--- config.mk ---
export PLATFORM = sky130hd
export DESIGN_NAME = axis_baser_tx_ifg_sched_flat
export DESIGN_NICKNAME = d
export VERILOG_FILES = /design/src/rtl/axis_baser_tx_ifg_sched_pkg.sv /design/src/rtl/axis_baser_tx_ifg_sched_if.sv /design/src/rtl/axis_baser_tx_ifg_sched.sv /design/src/flat_wrapper.sv
export SDC_FILE = /design/constraint.sdc
export NUM_CORES = 1
export LEC_CHECK = 0
export ABC_AREA = 1
export CORE_MARGIN = 3
export CORE_UTILIZATION = 57
export DETAILED_ROUTE_END_ITERATION = 10
export PLACE_DENSITY = 0.81
export SLEW_MARGIN = 20
export SYNTH_ARGS = -nofsm -noshare
export SYNTH_HDL_FRONTEND = slang
export SYNTH_SLANG_ARGS = --single-unit
--- constraint.sdc ---
create_clock -name clk -period 4.56 [get_ports clk]
set_input_delay 0.456 -clock clk [delete_from_list [all_inputs] [get_ports clk]]
set_output_delay 0.456 -clock clk [all_outputs]
set_load 0.005 [all_outputs]
--- src/rtl/axis_baser_tx_ifg_sched_pkg.sv ---
// Shared types and gap arithmetic for the 10GBASE-R TX inter-frame-gap scheduler.
// The gap function turns the final-word byte count into the next permitted start offset.
package axis_baser_pkg;

  typedef enum logic [1:0] {
    ST_IDLE  = 2'd0,
    ST_FRAME = 2'd1,
    ST_IFG   = 2'd2
  } state_e;

  localparam int BYTES_PER_WORD = 8;
  localparam int LANE_ALIGN     = 4;
  localparam int WORD_SHIFT     = $clog2(BYTES_PER_WORD);

  typedef struct packed {
    logic [8:0] s;
    logic [1:0] deficit;
  } gap_t;

  // s is the byte offset of the next start measured from byte 0 of the eof word
  function automatic gap_t calc_gap(input logic [3:0] eb, input logic [7:0] g,
                                    input logic [1:0] deficit, input logic enable_dic);
    gap_t       r;
    logic [3:0] eb_c;
    logic [8:0] s_raw;
    logic [8:0] m9;
    logic [1:0] m;
    logic [2:0] dsum;
    eb_c  = ((eb == 4'd0) || (eb > 4'd8)) ? 4'd8 : eb;
    s_raw = {5'd0, eb_c} + {1'b0, g};
    m     = s_raw[1:0];
    m9    = {7'd0, m};
    dsum  = {1'b0, deficit} + {1'b0, m};
    if (m == 2'd0) begin
      r.s       = s_raw;
      r.deficit = deficit;
    end else if (!enable_dic) begin
      r.s       = s_raw + (9'(LANE_ALIGN) - m9);
      r.deficit = deficit;
    end else if (dsum <= 3'd3) begin
      r.s       = s_raw - m9;
      r.deficit = dsum[1:0];
    end else begin
      // dsum is 4..6 here, so its low two bits equal deficit + m - 4
      r.s       = s_raw + (9'(LANE_ALIGN) - m9);
      r.deficit = dsum[1:0];
    end
    if (r.s < 9'(BYTES_PER_WORD)) begin
      r.s       = 9'(BYTES_PER_WORD);
      r.deficit = 2'd0;
    end else begin
      r.s       = r.s;
      r.deficit = r.deficit;
    end
    return r;
  endfunction

endpackage

--- src/rtl/axis_baser_tx_ifg_sched_if.sv ---
// Frame-start request and frame-end event bundle between the TX frame path
// (master) and the inter-frame-gap scheduler (slave).
interface axis_baser_tx_ifg_sched_if;
  logic       req_valid;
  logic       req_ready;
  logic       start_lane;
  logic       eof_valid;
  logic [3:0] eof_bytes;

  modport master (output req_valid, eof_valid, eof_bytes, input req_ready, start_lane);
  modport slave  (input req_valid, eof_valid, eof_bytes, output req_ready, start_lane);
endinterface

--- src/rtl/axis_baser_tx_ifg_sched.sv ---
// Inter-frame-gap scheduler: decides the earliest cycle and lane (0 or 4) at which
// the next TX frame may start, honouring ifg_delay, 4-byte alignment and optional DIC.
module axis_baser_tx_ifg_sched
  import axis_baser_pkg::*;
#(
  parameter bit ENABLE_DIC = 1'b1,
  parameter int MIN_IFG    = 4,
  parameter int CNT_WIDTH  = 6
) (
  input  logic                             clk,
  input  logic                             rst,
  input  logic [7:0]                       ifg_delay,
  axis_baser_tx_ifg_sched_if.slave         tx,
  output logic                             busy,
  output logic [1:0]                       deficit,
  output logic                             err_eof
);

  state_e               state_q, state_d;
  logic [CNT_WIDTH-1:0] cnt_q, cnt_d;
  logic                 lane_q, lane_d;
  logic [1:0]           deficit_q, deficit_d;
  logic                 err_eof_q, err_eof_d;

  logic [7:0] g_s;
  gap_t       gap_s;
  logic       req_ready_s;
  logic       start_lane_s;
  logic       handshake_s;

  assign g_s         = (ifg_delay < 8'(MIN_IFG)) ? 8'(MIN_IFG) : ifg_delay;
  assign gap_s       = calc_gap(tx.eof_bytes, g_s, deficit_q, ENABLE_DIC);
  assign handshake_s = tx.req_valid & req_ready_s;

  // Start permission derived from registered state only, masked during reset
  always_comb begin
    req_ready_s  = 1'b0;
    start_lane_s = 1'b0;
    if (rst) begin
      req_ready_s  = 1'b0;
      start_lane_s = 1'b0;
    end else begin
      case (state_q)
        ST_IDLE: begin
          req_ready_s  = 1'b1;
          start_lane_s = 1'b0;
        end
        ST_FRAME: begin
          req_ready_s  = 1'b0;
          start_lane_s = 1'b0;
        end
        ST_IFG: begin
          req_ready_s  = (cnt_q == '0);
          start_lane_s = lane_q;
        end
        default: begin
          req_ready_s  = 1'b0;
          start_lane_s = 1'b0;
        end
      endcase
    end
  end

  // Next-state, gap countdown and deficit bookkeeping
  always_comb begin
    state_d   = state_q;
    cnt_d     = cnt_q;
    lane_d    = lane_q;
    deficit_d = deficit_q;
    err_eof_d = tx.eof_valid & (state_q != ST_FRAME);
    case (state_q)
      ST_IDLE: begin
        if (handshake_s) state_d = ST_FRAME;
        else             state_d = ST_IDLE;
      end
      ST_FRAME: begin
        if (tx.eof_valid) begin
          // start lands (s >> 3) words after the eof word; cnt counts the words in between
          cnt_d     = CNT_WIDTH'(gap_s.s >> WORD_SHIFT) - CNT_WIDTH'(1);
          lane_d    = gap_s.s[2];
          deficit_d = gap_s.deficit;
          state_d   = ST_IFG;
        end else begin
          state_d = ST_FRAME;
        end
      end
      ST_IFG: begin
        if (cnt_q != '0) begin
          cnt_d = cnt_q - CNT_WIDTH'(1);
        end else if (handshake_s) begin
          state_d = ST_FRAME;
        end else begin
          state_d   = ST_IDLE;
          deficit_d = 2'd0;
        end
      end
      default: begin
        state_d   = ST_IDLE;
        cnt_d     = '0;
        lane_d    = 1'b0;
        deficit_d = 2'd0;
      end
    endcase
  end

  // State registers with synchronous reset
  always_ff @(posedge clk) begin
    if (rst) begin
      state_q   <= ST_IDLE;
      cnt_q     <= '0;
      lane_q    <= 1'b0;
      deficit_q <= 2'd0;
      err_eof_q <= 1'b0;
    end else begin
      state_q   <= state_d;
      cnt_q     <= cnt_d;
      lane_q    <= lane_d;
      deficit_q <= deficit_d;
      err_eof_q <= err_eof_d;
    end
  end

  assign tx.req_ready  = req_ready_s;
  assign tx.start_lane = start_lane_s;
  assign busy          = (state_q != ST_IDLE);
  assign deficit       = deficit_q;
  assign err_eof       = err_eof_q;

endmodule
--- src/flat_wrapper.sv ---
// flat-port wrapper written by rule: the top's interface ports become plain ports
module axis_baser_tx_ifg_sched_flat import axis_baser_pkg::*;
#(
  parameter bit ENABLE_DIC = 1'b1,
  parameter int MIN_IFG    = 4,
  parameter int CNT_WIDTH  = 6
)
  (clk, rst, ifg_delay, busy, deficit, err_eof, tx_req_valid, tx_eof_valid, tx_eof_bytes, tx_req_ready, tx_start_lane);
  axis_baser_tx_ifg_sched_if tx_i ();
  input  logic clk;
  input  logic rst;
  input  logic [7:0] ifg_delay;
  output logic busy;
  output logic [1:0] deficit;
  output logic err_eof;
  input wire logic [$bits(tx_i.req_valid)-1:0] tx_req_valid;
  input wire logic [$bits(tx_i.eof_valid)-1:0] tx_eof_valid;
  input wire logic [$bits(tx_i.eof_bytes)-1:0] tx_eof_bytes;
  output wire logic [$bits(tx_i.req_ready)-1:0] tx_req_ready;
  output wire logic [$bits(tx_i.start_lane)-1:0] tx_start_lane;
  assign tx_i.req_valid = tx_req_valid;
  assign tx_i.eof_valid = tx_eof_valid;
  assign tx_i.eof_bytes = tx_eof_bytes;
  assign tx_req_ready = tx_i.req_ready;
  assign tx_start_lane = tx_i.start_lane;
  axis_baser_tx_ifg_sched #(.ENABLE_DIC(ENABLE_DIC), .MIN_IFG(MIN_IFG), .CNT_WIDTH(CNT_WIDTH)) u_core (.clk(clk), .rst(rst), .ifg_delay(ifg_delay), .tx(tx_i), .busy(busy), .deficit(deficit), .err_eof(err_eof));
endmodule
=== Word-level counts from Yosys, hierarchy flattened ===
Cells that the tools add are included.
W data, S select, Z words.

* Register bits after elaboration: 12
* Logic and storage cells: 61
* Input port bits: 16
* Output and inout bits: 6

* Mux-type cells: 22
* Reduce and logical (&&, ||, !) cells: 11
* Magnitude comparators: 4
* Eq/ne operators: 8
* Bitwise logic cells: 4
* $add $sub $neg: 7

{| class="wikitable"
|+ Operator list
! kind !! number
|-
| $mux W11 || 3
|-
| $pmux W6 S3 || 1
|-
| $mux W6 || 2
|-
| $pmux W2 S3 || 2
|-
| $sub A6 B1 Y6 const B || 2
|-
| $mux W2 || 5
|-
| $add A4 B8 Y9 || 1
|-
| $add A9 B9 Y9 || 1
|-
| $lt A9 B4 Y1 const B || 1
|-
| $sub A9 B2 Y9 || 1
|-
| $lt A8 B3 Y1 const B || 1
|-
| $mux W8 || 1
|-
| $logic_not A6 Y1 || 1
|-
| $ne A2 B2 Y1 const B || 3
|-
| $reduce_bool A6 Y1 || 1
|-
| $mux W1 || 5
|-
| $reduce_and A5 Y1 || 1
|-
| $gt A4 B4 Y1 const B || 1
|-
| $logic_not A2 Y1 || 2
|-
| $logic_not A4 Y1 || 1
|-
| $mux W4 || 1
|-
| $ne A2 B1 Y1 const B || 2
|-
| $pmux W1 S2 || 2
|-
| $sub A3 B2 Y4 const A || 1
|-
| other kinds (12) || 14
|}

=== Longest topological paths before layout ===
* Depth after elaboration: 13
* Mapped depth: 30
* Gate-level depth less buffers: 30

=== Worst setup path before layout ===
Ideal clock, no wire load.

* Path kind: input-to-reg
* Start: in ifg_delay[4]
* End: reg u_core.cnt_q[4]
* Slack: 0.572 ns
* Stages on the path: 27
* Path buffers: 0
* Data required time: 4.428 ns
* Arrival: 3.856 ns
* Library setup time: 0.132 ns
* Path through: nor4_1 -> nand3_1 -> nand2_1 -> inv_1 -> ha_1 -> fa_1 -> inv_1 -> fa_1 -> inv_1 -> nand2_1 -> ha_1 -> nand2_1 -> nand2_1 -> a21oi_1 -> nand2_1 -> nand2_1 -> nand3_1 -> nand2_1 -> nand2_1 -> nand3_4 -> nand2_4 -> nand2_4 -> nand3_2 -> nand2_1 -> nand2_1 -> nand2_1 -> a21oi_2

* Longest elaborated chain between the ends: 12
* Elaborated cells between the ends (all ways): 16
* Classes of those cells: add/sub: 6; order compare: 3; mux: 6; reduce/logical: 1

{| class="wikitable"
|+ RTL lines
! item !! line !! RTL
|-
| start: declaration || flat_wrapper.sv:12 || <nowiki>input logic [7:0] ifg_delay;</nowiki>
|-
| $lt A8 B3 Y1 || axis_baser_tx_ifg_sched.sv:31 || <nowiki>assign g_s = (ifg_delay < 8'(MIN_IFG)) ? 8'(MIN_IFG) : ifg_delay;</nowiki>
|-
| $mux W8 (*) || axis_baser_tx_ifg_sched.sv:31 ||
|-
| $add A4 B8 Y9 (*) || axis_baser_tx_ifg_sched_pkg.sv:30 || <nowiki>s_raw = {5'd0, eb_c} + {1'b0, g};</nowiki>
|-
| $sub A3 B2 Y4 or $add A2 B2 Y3 (tied branches) || axis_baser_tx_ifg_sched_pkg.sv:45, axis_baser_tx_ifg_sched_pkg.sv:33 ||
|-
| $add A9 B9 Y9 or $le A3 B2 Y1 (tied branches) || axis_baser_tx_ifg_sched_pkg.sv:45, axis_baser_tx_ifg_sched_pkg.sv:40 ||
|-
| $mux W11 || axis_baser_tx_ifg_sched_pkg.sv:40 || <nowiki>end else if (dsum <= 3'd3) begin</nowiki>
|-
| $mux W11 (*) || axis_baser_tx_ifg_sched_pkg.sv:34 || <nowiki>if (m == 2'd0) begin</nowiki>
|-
| $lt A9 B4 Y1 || axis_baser_tx_ifg_sched_pkg.sv:48 || <nowiki>if (r.s < 9'(BYTES_PER_WORD)) begin</nowiki>
|-
| $mux W11 (*) || axis_baser_tx_ifg_sched_pkg.sv:48 ||
|-
| $sub A6 B1 Y6 (*) || axis_baser_tx_ifg_sched.sv:79 || <nowiki>cnt_d = CNT_WIDTH'(gap_s.s >> WORD_SHIFT) - CNT_WIDTH'(1);</nowiki>
|-
| $mux W6 (*) || axis_baser_tx_ifg_sched.sv:77 || <nowiki>if (tx.eof_valid) begin</nowiki>
|-
| $pmux W6 S3 (*) || axis_baser_tx_ifg_sched.sv:71 || <nowiki>case (state_q)</nowiki>
|-
| end signal: assignment || axis_baser_tx_ifg_sched.sv:116 || <nowiki>cnt_q <= cnt_d;</nowiki>
|-
| end: declaration || axis_baser_tx_ifg_sched.sv:20 || <nowiki>logic [CNT_WIDTH-1:0] cnt_q, cnt_d;</nowiki>
|}

Mark *: on every way between the ends. The rest lies on a longest branch, timed or not. The select of a mux whose other input is x is not followed.
A chain may end at the register's enable or synchronous reset.

=== Final worst setup path ===
* Start: in ifg_delay[2]
* End: reg u_core.cnt_q[1]

The elaborated chain is that of the path after synthesis.

==> out/metrics.yaml <==
pwr:
  cellLeakagePower_nw: 1.20
  peakVddDrop_mv: 0.188
  power.density_nw_per_um2: 233
  finalPower_uw: 552
grt:
  grt_pass1_vias: 1809
  grt.total_usage: 0.231
  grt-ovfl-total: 0
  grt_max_degree: 17
  grt_pass1_wl_mm: 7.54
  grt_antenna_before_repair: 0
timing:
  finalHoldViolCount: 0
  skew_ps: 6.08
  drv_slew: 0
  max_freq_ghz: 0.232
  slew_headroom: 0.593
  worst_slew_pin_slew_ps: 609
  hold_slack_ps: 502
  final-setup-viol-count: 0
  period_share: 0.946
  final.min_clock_period_ps: 4310
cts:
  path_clk_slew_ps: 80
  clock_path_buffers: 2
  cts_made_buffers: 3
  cts_max_level: 1
  cts_root_buffer: "clkbuf_4"
  clock_sinks: 12
  clkLatencyLatePin_ps: 290
  cts_tree: "yes"
  hold_buffers: 0
worst_setup_path:
  crit_fanout: 4
  slowest_stage: "fa_1"
  critPathCaptureType: "flip-flop"
  cp_data_arrival_time_ps: 4520
  required_ps: 4770
  r2r-start: "u_core.deficit[0]"
  ff2ff_setup_slack_ps: 1560
  crit_start: "ifg_delay[2]"
  critical-path-max-stage-delay_ps: 550
  critical_path_class: "in -> reg"
  start_kind: "input pin"
  cpMostUsedCell: "nand2_1"
route:
  drc_errors: 0
  num_vias: 2062
  dr.pass1.iters: 8
  wl_mm: 4.65
  ant_nets: 0
  vias_per_cell: 5.34
  drt_iter0_drc: 230
  routedWlPerCell_um: 12.1
synthesis:
  ys.flop_type: "dfxtp_1"
  synth_fa_ha_area_frac: 0.153
  netlist_area_sq_um: 1810
  synth_xor_area_frac: 0.00966
  synth_top_family_by_area: "simple AND/OR/NAND/NOR gates"
  synth_compound_area_frac: 0.0870
  avgSynthCellArea_sq_um: 5.91
  synth-edff-count: 0
  yosys.area_share.simple: 0.497
  syn_inst: 307
  ys_seq_elements: 12
  synth_fp_nets: 344
  ys_types: 36
  yosysWarnings: 0
  async_flop_share: 0
  ys_seq_area_frac: 0.133
  muxShareOfSynthArea: 0
die:
  fp.coreArea_sq_um: 2900
  dieWidth_um: 62.4
  die_h_um: 62.4
  die_area_sq_um: 3890
  ioPinCount: 22
  start_util: 0.625
  rows: 19
layout:
  final_cell_mix: "94 x nand2_1, 46 x inv_1, 27 x nand3_1"
  final_common_cell: "nand2_1"
  utilization: 0.816
  antenna_cells: 0
  syn_to_final_growth_pct: 30.6
  nNetsFinal: 382
  drive_gt1_frac: 0.192
outcome:
  outcome: "complete, no violations"
worst_hold_path:
  hp-start: "u_core.cnt_q[2]"
  hp-class: "reg -> reg"
placement:
  port_buffers: 21
  place.gp.congestion: 0.920
  dp.final_hpwl_mm: 3.56
job:
  cap_violations: 0
## where the power goes
group	internal (mW)	leakage (nW)	switching [mW]
clock network	0.0487	0.0210	0.0399
registers	0.107	0.0972	0.00217
logic	0.152	1.08	0.202
## registers in the layout, summed over array words and instances (netlist names)
name	cells
u_core.err_eof	1
u_core.cnt_q	6
u_core.deficit	2
u_core.lane_q	1
u_core.state_q	2
## path summary, 6_finish.rpt
path	end	cells after the start
max	u_core.cnt_q[1]	30
min	u_core.cnt_q[2]	2
max reg2reg	u_core.cnt_q[1]	24
min reg2reg	u_core.cnt_q[2]	2
## per-layer routing
metal / share of wire / track usage
met1: 0.47 / 0.320
met2: 0.44 / 0.372
met3: 0.064 / 0.0360
met4: 0.026 / 0.0606
met5: 0 / 0
## cells in the mapped netlist, types with 3 or more instances
cell,instances,area [sq um]
clkbuf_1,5,18.8
a21oi_2,3,26.3
ha_1,19,238
nand3_1,29,145
inv_1,49,184
nor3_1,3,15.0
nor2_1,24,90.1
a21oi_1,15,75.1
nand3b_1,5,37.5
nand4_1,4,25.0
nand2_2,6,37.5
nand2_1,98,368
dfxtp_1,12,240
nand3_2,4,40.0
## cell families after synthesis
group                      after synthesis
and+or+nand+nor                        188
buffers and inverters                   58
AOI/OAI and AO/OA                       26
adders and majority gates               21
DFF                                     12
xor gates and xnor gates                 2
## cell type report
cell class                      count  area (sq um)
Clock buffer                        4          36.3
Fill cell                         226           533
Multi-Input combinational cell    237          1490
Timing Repair Buffer               39           354
Sequential cell                    12           240
Tap cell                           42          52.6
Inverter                           52           195
## worst max-delay path: cells and delay by family
family / cells / cell delay (ps)
AO/OA/AOI/OAI: 2 / 250
adder cells (fa/ha/maj): 4 / 1270
buffers and inverters: 7 / 890
AND/OR/NAND/NOR: 17 / 1640
## stage by stage
stage               instances  instance area, sq um  TNS (ps)  worst slack, ps
floorplan                 307                  1810         0              572
global placement          378                  2160      -137            -48.3
detailed placement        378                  2160      -778             -141
CTS                       382                  2190         0              132
global route              386                  2370     -10.6            -7.34
finish                    386                  2370         0              247
## what timing repair did
item                       4_1_cts  5_1_grt
gates resized for setup          0       28
setup endpoints to repair        0        9
buffers inserted                 0        4
(Power assumes the default switching activity.)
